$ cat src/rtl/decode_queue_if.sv
// ============================================================================
// Module   : decode_queue_if
// Brief    : Fetch-side and execute-side handshake bundle of the decode queue.
// Revision : 1.0
// ============================================================================
`default_nettype none

interface decode_queue_if #(
    parameter int DEPTH = 4
);
    localparam int CW = $clog2(DEPTH) + 1;

    logic          flush;
    logic          in_valid;
    logic          in_ready;
    logic [63:0]   in_pc;
    logic [31:0]   in_instr;
    logic          out_valid;
    logic          out_ready;
    logic [63:0]   out_pc;
    logic [63:0]   out_imm;
    logic [4:0]    out_rs1;
    logic [4:0]    out_rs2;
    logic [4:0]    out_rd;
    logic [3:0]    out_aluop;
    logic          out_srca_pc;
    logic          out_srcb;
    logic          out_rv64;
    logic          out_rvm;
    logic [2:0]    out_mulop;
    logic          out_isbranch;
    logic          out_isjump;
    logic          out_iswb;
    logic          out_memread;
    logic          out_memwrite;
    logic [3:0]    out_memmode;
    logic          out_illegal;
    logic [CW-1:0] count;

    modport master (
        output flush, in_valid, in_pc, in_instr, out_ready,
        input  in_ready, out_valid, out_pc, out_imm, out_rs1, out_rs2, out_rd,
               out_aluop, out_srca_pc, out_srcb, out_rv64, out_rvm, out_mulop,
               out_isbranch, out_isjump, out_iswb, out_memread, out_memwrite,
               out_memmode, out_illegal, count
    );

    modport slave (
        input  flush, in_valid, in_pc, in_instr, out_ready,
        output in_ready, out_valid, out_pc, out_imm, out_rs1, out_rs2, out_rd,
               out_aluop, out_srca_pc, out_srcb, out_rv64, out_rvm, out_mulop,
               out_isbranch, out_isjump, out_iswb, out_memread, out_memwrite,
               out_memmode, out_illegal, count
    );
endinterface

`default_nettype wire

$ cat src/rtl/decode_queue.sv
// ============================================================================
// Module   : decode_queue
// Brief    : DEPTH-entry queue of fully decoded RV64I(+M) instructions.
// Revision : 1.0
// ============================================================================
`default_nettype none

module decode_queue #(
    parameter int DEPTH    = 4,
    parameter int ENABLE_M = 1
) (
    input  wire logic         clk,
    input  wire logic         reset,
    decode_queue_if.slave     q
);
    localparam int AW = $clog2(DEPTH);
    localparam int CW = AW + 1;
    localparam logic [CW-1:0] c_DEPTH = CW'(DEPTH);

    localparam logic [6:0] c_OPC_OP      = 7'b0110011;
    localparam logic [6:0] c_OPC_OP32    = 7'b0111011;
    localparam logic [6:0] c_OPC_OPIMM   = 7'b0010011;
    localparam logic [6:0] c_OPC_OPIMM32 = 7'b0011011;
    localparam logic [6:0] c_OPC_LOAD    = 7'b0000011;
    localparam logic [6:0] c_OPC_STORE   = 7'b0100011;
    localparam logic [6:0] c_OPC_BRANCH  = 7'b1100011;
    localparam logic [6:0] c_OPC_LUI     = 7'b0110111;
    localparam logic [6:0] c_OPC_AUIPC   = 7'b0010111;
    localparam logic [6:0] c_OPC_JAL     = 7'b1101111;
    localparam logic [6:0] c_OPC_JALR    = 7'b1100111;

    typedef struct packed {
        logic [63:0] pc;
        logic [63:0] imm;
        logic [4:0]  rs1;
        logic [4:0]  rs2;
        logic [4:0]  rd;
        logic [3:0]  aluop;
        logic        srca_pc;
        logic        srcb;
        logic        rv64;
        logic        rvm;
        logic [2:0]  mulop;
        logic        isbranch;
        logic        isjump;
        logic        iswb;
        logic        memread;
        logic        memwrite;
        logic [3:0]  memmode;
        logic        illegal;
    } dec_t;

    // Register and immediate ALU ops share funct3; alt (instr[30]) selects sub/sra.
    function automatic logic [3:0] f_alu(input logic [2:0] f3, input logic alt,
                                         input logic allow_sub);
        case (f3)
            3'b000:  f_alu = (alt && allow_sub) ? 4'd1 : 4'd0;
            3'b001:  f_alu = 4'd5;
            3'b010:  f_alu = 4'd8;
            3'b011:  f_alu = 4'd9;
            3'b100:  f_alu = 4'd2;
            3'b101:  f_alu = alt ? 4'd7 : 4'd6;
            3'b110:  f_alu = 4'd3;
            default: f_alu = 4'd4;
        endcase
    endfunction

    logic [31:0] w_in;
    logic [6:0]  w_opc;
    logic [2:0]  w_f3;
    logic [63:0] w_imm_i;
    logic [63:0] w_imm_s;
    logic [63:0] w_imm_b;
    logic [63:0] w_imm_u;
    logic [63:0] w_imm_j;
    dec_t        w_dec;
    dec_t        w_head;
    logic        w_push;
    logic        w_pop;

    dec_t          r_mem [DEPTH];
    logic [AW-1:0] r_head;
    logic [AW-1:0] r_tail;
    logic [CW-1:0] r_count;

    assign w_in    = q.in_instr;
    assign w_opc   = w_in[6:0];
    assign w_f3    = w_in[14:12];
    assign w_imm_i = {{52{w_in[31]}}, w_in[31:20]};
    assign w_imm_s = {{52{w_in[31]}}, w_in[31:25], w_in[11:7]};
    assign w_imm_b = {{51{w_in[31]}}, w_in[31], w_in[7], w_in[30:25], w_in[11:8], 1'b0};
    assign w_imm_u = {{32{w_in[31]}}, w_in[31:12], 12'b0};
    assign w_imm_j = {{43{w_in[31]}}, w_in[31], w_in[19:12], w_in[20], w_in[30:21], 1'b0};

    always_comb begin
        w_dec     = '0;
        w_dec.pc  = q.in_pc;
        w_dec.rs1 = w_in[19:15];
        w_dec.rs2 = w_in[24:20];
        w_dec.rd  = w_in[11:7];
        case (w_opc)
            c_OPC_OP, c_OPC_OP32: begin
                if (w_in[31:25] == 7'b0000001) begin
                    if (ENABLE_M != 0) begin
                        w_dec.rvm   = 1'b1;
                        w_dec.mulop = w_f3;
                        w_dec.iswb  = 1'b1;
                        w_dec.rv64  = (w_opc == c_OPC_OP32);
                    end else begin
                        w_dec.illegal = 1'b1;
                    end
                end else begin
                    w_dec.aluop = f_alu(w_f3, w_in[30], 1'b1);
                    w_dec.iswb  = 1'b1;
                    w_dec.rv64  = (w_opc == c_OPC_OP32);
                end
            end
            c_OPC_OPIMM, c_OPC_OPIMM32: begin
                w_dec.aluop = f_alu(w_f3, w_in[30], 1'b0);
                w_dec.srcb  = 1'b1;
                w_dec.iswb  = 1'b1;
                w_dec.rv64  = (w_opc == c_OPC_OPIMM32);
                // Shifts carry a zero-extended shamt; the W form only has 5 bits.
                if (w_f3[1:0] == 2'b01)
                    w_dec.imm = w_dec.rv64 ? {59'b0, w_in[24:20]} : {58'b0, w_in[25:20]};
                else
                    w_dec.imm = w_imm_i;
            end
            c_OPC_LOAD: begin
                w_dec.imm     = w_imm_i;
                w_dec.srcb    = 1'b1;
                w_dec.iswb    = 1'b1;
                w_dec.memread = 1'b1;
            end
            c_OPC_STORE: begin
                w_dec.imm      = w_imm_s;
                w_dec.srcb     = 1'b1;
                w_dec.memwrite = 1'b1;
            end
            c_OPC_BRANCH: begin
                w_dec.imm      = w_imm_b;
                w_dec.isbranch = 1'b1;
                case (w_f3[2:1])
                    2'b10:   w_dec.aluop = 4'd8;
                    2'b11:   w_dec.aluop = 4'd9;
                    default: w_dec.aluop = 4'd1;
                endcase
            end
            c_OPC_LUI: begin
                w_dec.imm   = w_imm_u;
                w_dec.aluop = 4'd10;
                w_dec.srcb  = 1'b1;
                w_dec.iswb  = 1'b1;
            end
            c_OPC_AUIPC: begin
                w_dec.imm     = w_imm_u;
                w_dec.srca_pc = 1'b1;
                w_dec.srcb    = 1'b1;
                w_dec.iswb    = 1'b1;
            end
            c_OPC_JAL: begin
                w_dec.imm     = w_imm_j;
                w_dec.srca_pc = 1'b1;
                w_dec.isjump  = 1'b1;
                w_dec.iswb    = 1'b1;
            end
            c_OPC_JALR: begin
                w_dec.imm     = w_imm_i;
                w_dec.srca_pc = 1'b1;
                w_dec.isjump  = 1'b1;
                w_dec.iswb    = 1'b1;
            end
            default: w_dec.illegal = 1'b1;
        endcase
        w_dec.memmode = {w_dec.memwrite, w_f3};
    end

    assign q.in_ready  = (r_count != c_DEPTH);
    assign q.out_valid = (r_count != '0);
    assign w_push      = q.in_valid && q.in_ready && !q.flush;
    assign w_pop       = q.out_valid && q.out_ready && !q.flush;

    always_ff @(posedge clk) begin
        if (reset || q.flush) begin
            r_head  <= '0;
            r_tail  <= '0;
            r_count <= '0;
        end else begin
            if (w_push) begin
                r_mem[r_tail] <= w_dec;
                r_tail        <= r_tail + AW'(1);
            end
            if (w_pop)
                r_head <= r_head + AW'(1);
            case ({w_push, w_pop})
                2'b10:   r_count <= r_count + CW'(1);
                2'b01:   r_count <= r_count - CW'(1);
                default: r_count <= r_count;
            endcase
        end
    end

    assign w_head         = r_mem[r_head];
    assign q.out_pc       = w_head.pc;
    assign q.out_imm      = w_head.imm;
    assign q.out_rs1      = w_head.rs1;
    assign q.out_rs2      = w_head.rs2;
    assign q.out_rd       = w_head.rd;
    assign q.out_aluop    = w_head.aluop;
    assign q.out_srca_pc  = w_head.srca_pc;
    assign q.out_srcb     = w_head.srcb;
    assign q.out_rv64     = w_head.rv64;
    assign q.out_rvm      = w_head.rvm;
    assign q.out_mulop    = w_head.mulop;
    assign q.out_isbranch = w_head.isbranch;
    assign q.out_isjump   = w_head.isjump;
    assign q.out_iswb     = w_head.iswb;
    assign q.out_memread  = w_head.memread;
    assign q.out_memwrite = w_head.memwrite;
    assign q.out_memmode  = w_head.memmode;
    assign q.out_illegal  = w_head.illegal;
    assign q.count        = r_count;
endmodule

`default_nettype wire

$ cat src/flat_wrapper.sv
// flat-port wrapper written by rule: the top's interface ports become plain ports
module decode_queue_flat 
#(
    parameter int DEPTH    = 4,
    parameter int ENABLE_M = 1
)
  (clk, reset, q_flush, q_in_valid, q_in_pc, q_in_instr, q_out_ready, q_in_ready, q_out_valid, q_out_pc, q_out_imm, q_out_rs1, q_out_rs2, q_out_rd, q_out_aluop, q_out_srca_pc, q_out_srcb, q_out_rv64, q_out_rvm, q_out_mulop, q_out_isbranch, q_out_isjump, q_out_iswb, q_out_memread, q_out_memwrite, q_out_memmode, q_out_illegal, q_count);
  decode_queue_if #(.DEPTH(DEPTH)) q_i ();
  input  wire logic clk;
  input  wire logic reset;
  input wire logic [$bits(q_i.flush)-1:0] q_flush;
  input wire logic [$bits(q_i.in_valid)-1:0] q_in_valid;
  input wire logic [$bits(q_i.in_pc)-1:0] q_in_pc;
  input wire logic [$bits(q_i.in_instr)-1:0] q_in_instr;
  input wire logic [$bits(q_i.out_ready)-1:0] q_out_ready;
  output wire logic [$bits(q_i.in_ready)-1:0] q_in_ready;
  output wire logic [$bits(q_i.out_valid)-1:0] q_out_valid;
  output wire logic [$bits(q_i.out_pc)-1:0] q_out_pc;
  output wire logic [$bits(q_i.out_imm)-1:0] q_out_imm;
  output wire logic [$bits(q_i.out_rs1)-1:0] q_out_rs1;
  output wire logic [$bits(q_i.out_rs2)-1:0] q_out_rs2;
  output wire logic [$bits(q_i.out_rd)-1:0] q_out_rd;
  output wire logic [$bits(q_i.out_aluop)-1:0] q_out_aluop;
  output wire logic [$bits(q_i.out_srca_pc)-1:0] q_out_srca_pc;
  output wire logic [$bits(q_i.out_srcb)-1:0] q_out_srcb;
  output wire logic [$bits(q_i.out_rv64)-1:0] q_out_rv64;
  output wire logic [$bits(q_i.out_rvm)-1:0] q_out_rvm;
  output wire logic [$bits(q_i.out_mulop)-1:0] q_out_mulop;
  output wire logic [$bits(q_i.out_isbranch)-1:0] q_out_isbranch;
  output wire logic [$bits(q_i.out_isjump)-1:0] q_out_isjump;
  output wire logic [$bits(q_i.out_iswb)-1:0] q_out_iswb;
  output wire logic [$bits(q_i.out_memread)-1:0] q_out_memread;
  output wire logic [$bits(q_i.out_memwrite)-1:0] q_out_memwrite;
  output wire logic [$bits(q_i.out_memmode)-1:0] q_out_memmode;
  output wire logic [$bits(q_i.out_illegal)-1:0] q_out_illegal;
  output wire logic [$bits(q_i.count)-1:0] q_count;
  assign q_i.flush = q_flush;
  assign q_i.in_valid = q_in_valid;
  assign q_i.in_pc = q_in_pc;
  assign q_i.in_instr = q_in_instr;
  assign q_i.out_ready = q_out_ready;
  assign q_in_ready = q_i.in_ready;
  assign q_out_valid = q_i.out_valid;
  assign q_out_pc = q_i.out_pc;
  assign q_out_imm = q_i.out_imm;
  assign q_out_rs1 = q_i.out_rs1;
  assign q_out_rs2 = q_i.out_rs2;
  assign q_out_rd = q_i.out_rd;
  assign q_out_aluop = q_i.out_aluop;
  assign q_out_srca_pc = q_i.out_srca_pc;
  assign q_out_srcb = q_i.out_srcb;
  assign q_out_rv64 = q_i.out_rv64;
  assign q_out_rvm = q_i.out_rvm;
  assign q_out_mulop = q_i.out_mulop;
  assign q_out_isbranch = q_i.out_isbranch;
  assign q_out_isjump = q_i.out_isjump;
  assign q_out_iswb = q_i.out_iswb;
  assign q_out_memread = q_i.out_memread;
  assign q_out_memwrite = q_i.out_memwrite;
  assign q_out_memmode = q_i.out_memmode;
  assign q_out_illegal = q_i.out_illegal;
  assign q_count = q_i.count;
  decode_queue #(.DEPTH(DEPTH), .ENABLE_M(ENABLE_M)) u_core (.clk(clk), .reset(reset), .q(q_i));
endmodule
$ cat config.mk
export PLATFORM = sky130hd
export DESIGN_NAME = decode_queue_flat
export DESIGN_NICKNAME = d
export VERILOG_FILES = /design/src/rtl/decode_queue_if.sv /design/src/rtl/decode_queue.sv /design/src/flat_wrapper.sv
export SDC_FILE = /design/constraint.sdc
export NUM_CORES = 1
export LEC_CHECK = 0
export BUFFER_PORTS_ARGS = -buffer_cell sky130_fd_sc_hd__buf_4
export CAP_MARGIN = 10
export CORE_AREA = 8 8 270 272
export DETAILED_ROUTE_END_ITERATION = 12
export DIE_AREA = 0 0 278 280
export PLACE_DENSITY = 0.5
export SETUP_SLACK_MARGIN = 0.05
export SYNTH_ARGS = -nofsm -noshare
export SYNTH_HDL_FRONTEND = slang
export SYNTH_SLANG_ARGS = --single-unit
$ cat constraint.sdc
create_clock -name clk -period 10.6 [get_ports clk]
set_clock_uncertainty 0.1 [all_clocks]
set_input_delay 1.06 -clock clk [delete_from_list [all_inputs] [get_ports clk]]
set_output_delay 1.06 -clock clk [all_outputs]
set_load 0.01 [all_outputs]
==> results.txt <==
status - complete, no violations
hold depth - 2
crit path kind - reg2out
final setup fails - 0
fin crit period - 4.95 ns
Tcrit/Tclk final - 0.467
dpl cell area - 23,100 um^2
reg-to-reg setup timing slack - 6.91 ns
post-CTS setup buffers - 0
initial antenna violation count - 3
register area - 15,900 um^2
gpl congestion - 0.724
worst reg2reg endpoint - u_core.r_mem[3][14]
Max Slew Vio Count - 0
Worst EP required - 9.44 ns
leakage dissipation - 8.33 nW
multi-input logic area - 3960 um^2
post_cts resized - 0
Slew HR - 0.405
core area - 68,900 um^2
P&R area growth vs syn - 22.5%
Post-synth EDFFs - 524
critical path launch point type - register
row count - 97
H-tree Lvls - 2
Final TNS setup - 0 ns
die area - 77,800 um^2
Ys Warns - 0
Filler cells - 6,392
Die Ht - 280 um
Skew-Pair Late Insertion Delay - 0.58 ns
global-route wire length before repair - 70.4 mm
vias - 9,615
drt wl/cell - 23.1 um
worst-path maximum fanout - 48
CTS tree - yes
vias in the first global route - 10,415
Area contributors post-synth - edfxtp_1 77%, mux4_2 15%, buf_4 1.3%
drt drc - 0
layout cells sized above 1 - 0.424
detailed placement HPWL - 30.4 mm
Max-Cap Viols - 0
f_max - 202 MHz
largest net degree at the start of global routing - 57
Post-Syn Area - 20,300 um^2
WL final - 48.1 mm
maximum clock path buffer count - 3
hold slack - 0.422 ns
Ant. Diodes - 0
Hold Path Class - reg2reg
synthesized flop and latch total - 533
asr flop ratio synth - 0
initial core utilization - 0.295
fin area - 24,900 um^2
Overflow after GRT - 0
Yosys top cell by area - edfxtp_1
Yosys cell types - 46
die width - 278 um
transition time of the tightest slew-check pin - 0.893 ns
Syn Inst Count - 885
reg-to-reg startpoint - u_core.q.count[0]
Sink Count - 533
Crit path arrival time - 3.79 ns
top-area cell type share of the netlist area - 0.775
Synth Flop Type - edfxtp_1
P per Cell Area - 173 nW/um^2
Worst setup EP type - output pin
I/O pin count - 270
Final ANT Viol Nets - 0
commonest non-fill, non-tap cells in the layout - 524 x edfxtp_1, 282 x buf_4, 131 x mux4_2, 54 x clkbuf_16, 20 x a21o_1
port bufs - 269
Detailed Route Iter0 Violations - 726
CTS buffer count - 54
clk root buf - clkbuf_16
drt pass-1 iters - 4
crit path to - q_out_imm[51]
leading cell type in the layout, fill and taps excluded - edfxtp_1
hold buffer count at CTS - 0
Post-layout nets - 1,258
RSZ-0062 raised after global routing - no
Synth Area per Inst - 22.9 um^2
Final Hold Vio Count - 0
CTS clk-pin slew, worst paths - 0.06 ns
worst r2r path cells - 6
Post-Syn Nets - 992
Seq/Total Area, Yosys - 0.784
Vias/cell - 4.61
peak supply drop - 0.103 mV
total global-route track usage - 0.120
worst min path at each step:
stage | from | to
5_1_grt | u_core.r_tail[1] | u_core.r_tail[1]
4_1_cts | u_core.r_tail[1] | u_core.r_tail[1]
3_3_place_gp | u_core.r_tail[1] | u_core.r_tail[1]
2_1_floorplan | u_core.r_tail[1] | u_core.r_tail[1]
3_5_place_dp | u_core.r_tail[1] | u_core.r_tail[1]
6_report | u_core.r_tail[1] | u_core.r_tail[1]
cell families (layout without fill, tap and decap cells):
logic type | count (synthesis) | after routing | synth area share
fa+ha+maj | 7 | 7 | 0.00456
simple gates | 75 | 75 | 0.0219
buf+inv | 81 | 391 | 0.0222
mux | 131 | 131 | 0.145
compound gates | 53 | 53 | 0.0203
flops | 533 | 533 | 0.784
xor+xnor | 5 | 5 | 0.00216
flip-flops by register name, indices dropped and copies added, names as in the netlist, named ones only:
register        count
u_core.q.count      3
u_core.r_mem      524
u_core.r_head       2
u_core.r_tail       2
cell usage after synthesis (2+ instances only):
library cell / instances
edfxtp_1: 524
mux4_2: 131
buf_4: 34
a21o_1: 20
clkbuf_1: 16
buf_2: 15
nand2_1: 11
and2_1: 10
nor2_1: 10
dfxtp_1: 9
inv_1: 9
nor2b_1: 8
o21ai_0: 8
buf_1: 7
a21oi_1: 6
a22o_1: 5
and3_1: 5
ha_1: 5
nor3_1: 5
a32o_1: 3
nand3_1: 3
nor3b_1: 3
or2_2: 3
or3_1: 3
xnor2_1: 3
and3b_1: 2
nand2b_1: 2
nor4_1: 2
nor4_2: 2
o2111ai_1: 2
o211ai_1: 2
o41a_1: 2
xor2_1: 2
critical path: stages, from the launching register on:
cell and delay (ns):
dfxtp_4 0.79, buf_4 0.73, buf_4 0.68, mux4_2 0.71
buf_4 0.22
cell type report:
type | instances | area share
Tap cell | 891 | 0.0448
Sequential cell | 533 | 0.640
Clock inverter | 35 | 0.0136
Timing Repair Buffer | 282 | 0.0851
Multi-Input combinational cell | 271 | 0.159
Inverter | 9 | 0.00136
Clock buffer | 65 | 0.0560
stage by stage:
step | std cells | power, mW | setup WS (ns) | util
3_3_place_gp | 1986 | 2.51 | 6.00 | 0.336
3_5_place_dp | 1986 | 2.52 | 6.00 | 0.336
5_1_grt | 2086 | 4.47 | 5.37 | 0.361
4_1_cts | 2086 | 4.39 | 5.48 | 0.361
2_1_floorplan | 885 | 2.43 | 5.28 | -
6_report | 2086 | 4.31 | 5.65 | 0.361
power by group:
part,leakage [nW],internal [mW],switching [mW]
sequential,4.83,2.32,0.00438
clock,0.842,1.06,0.786
combinational,2.66,0.0606,0.0763
routing by layer:
metal / up-vias / GRT usage / wire length (um)
met5: - / 0 / 28
met4: 4 / 0.0275 / 750
met3: 64 / 0.0399 / 3530
met2: 289 / 0.192 / 22700
met1: 5046 / 0.159 / 21100
li1: 4212 / - / -
(Power assumes the default switching activity.)
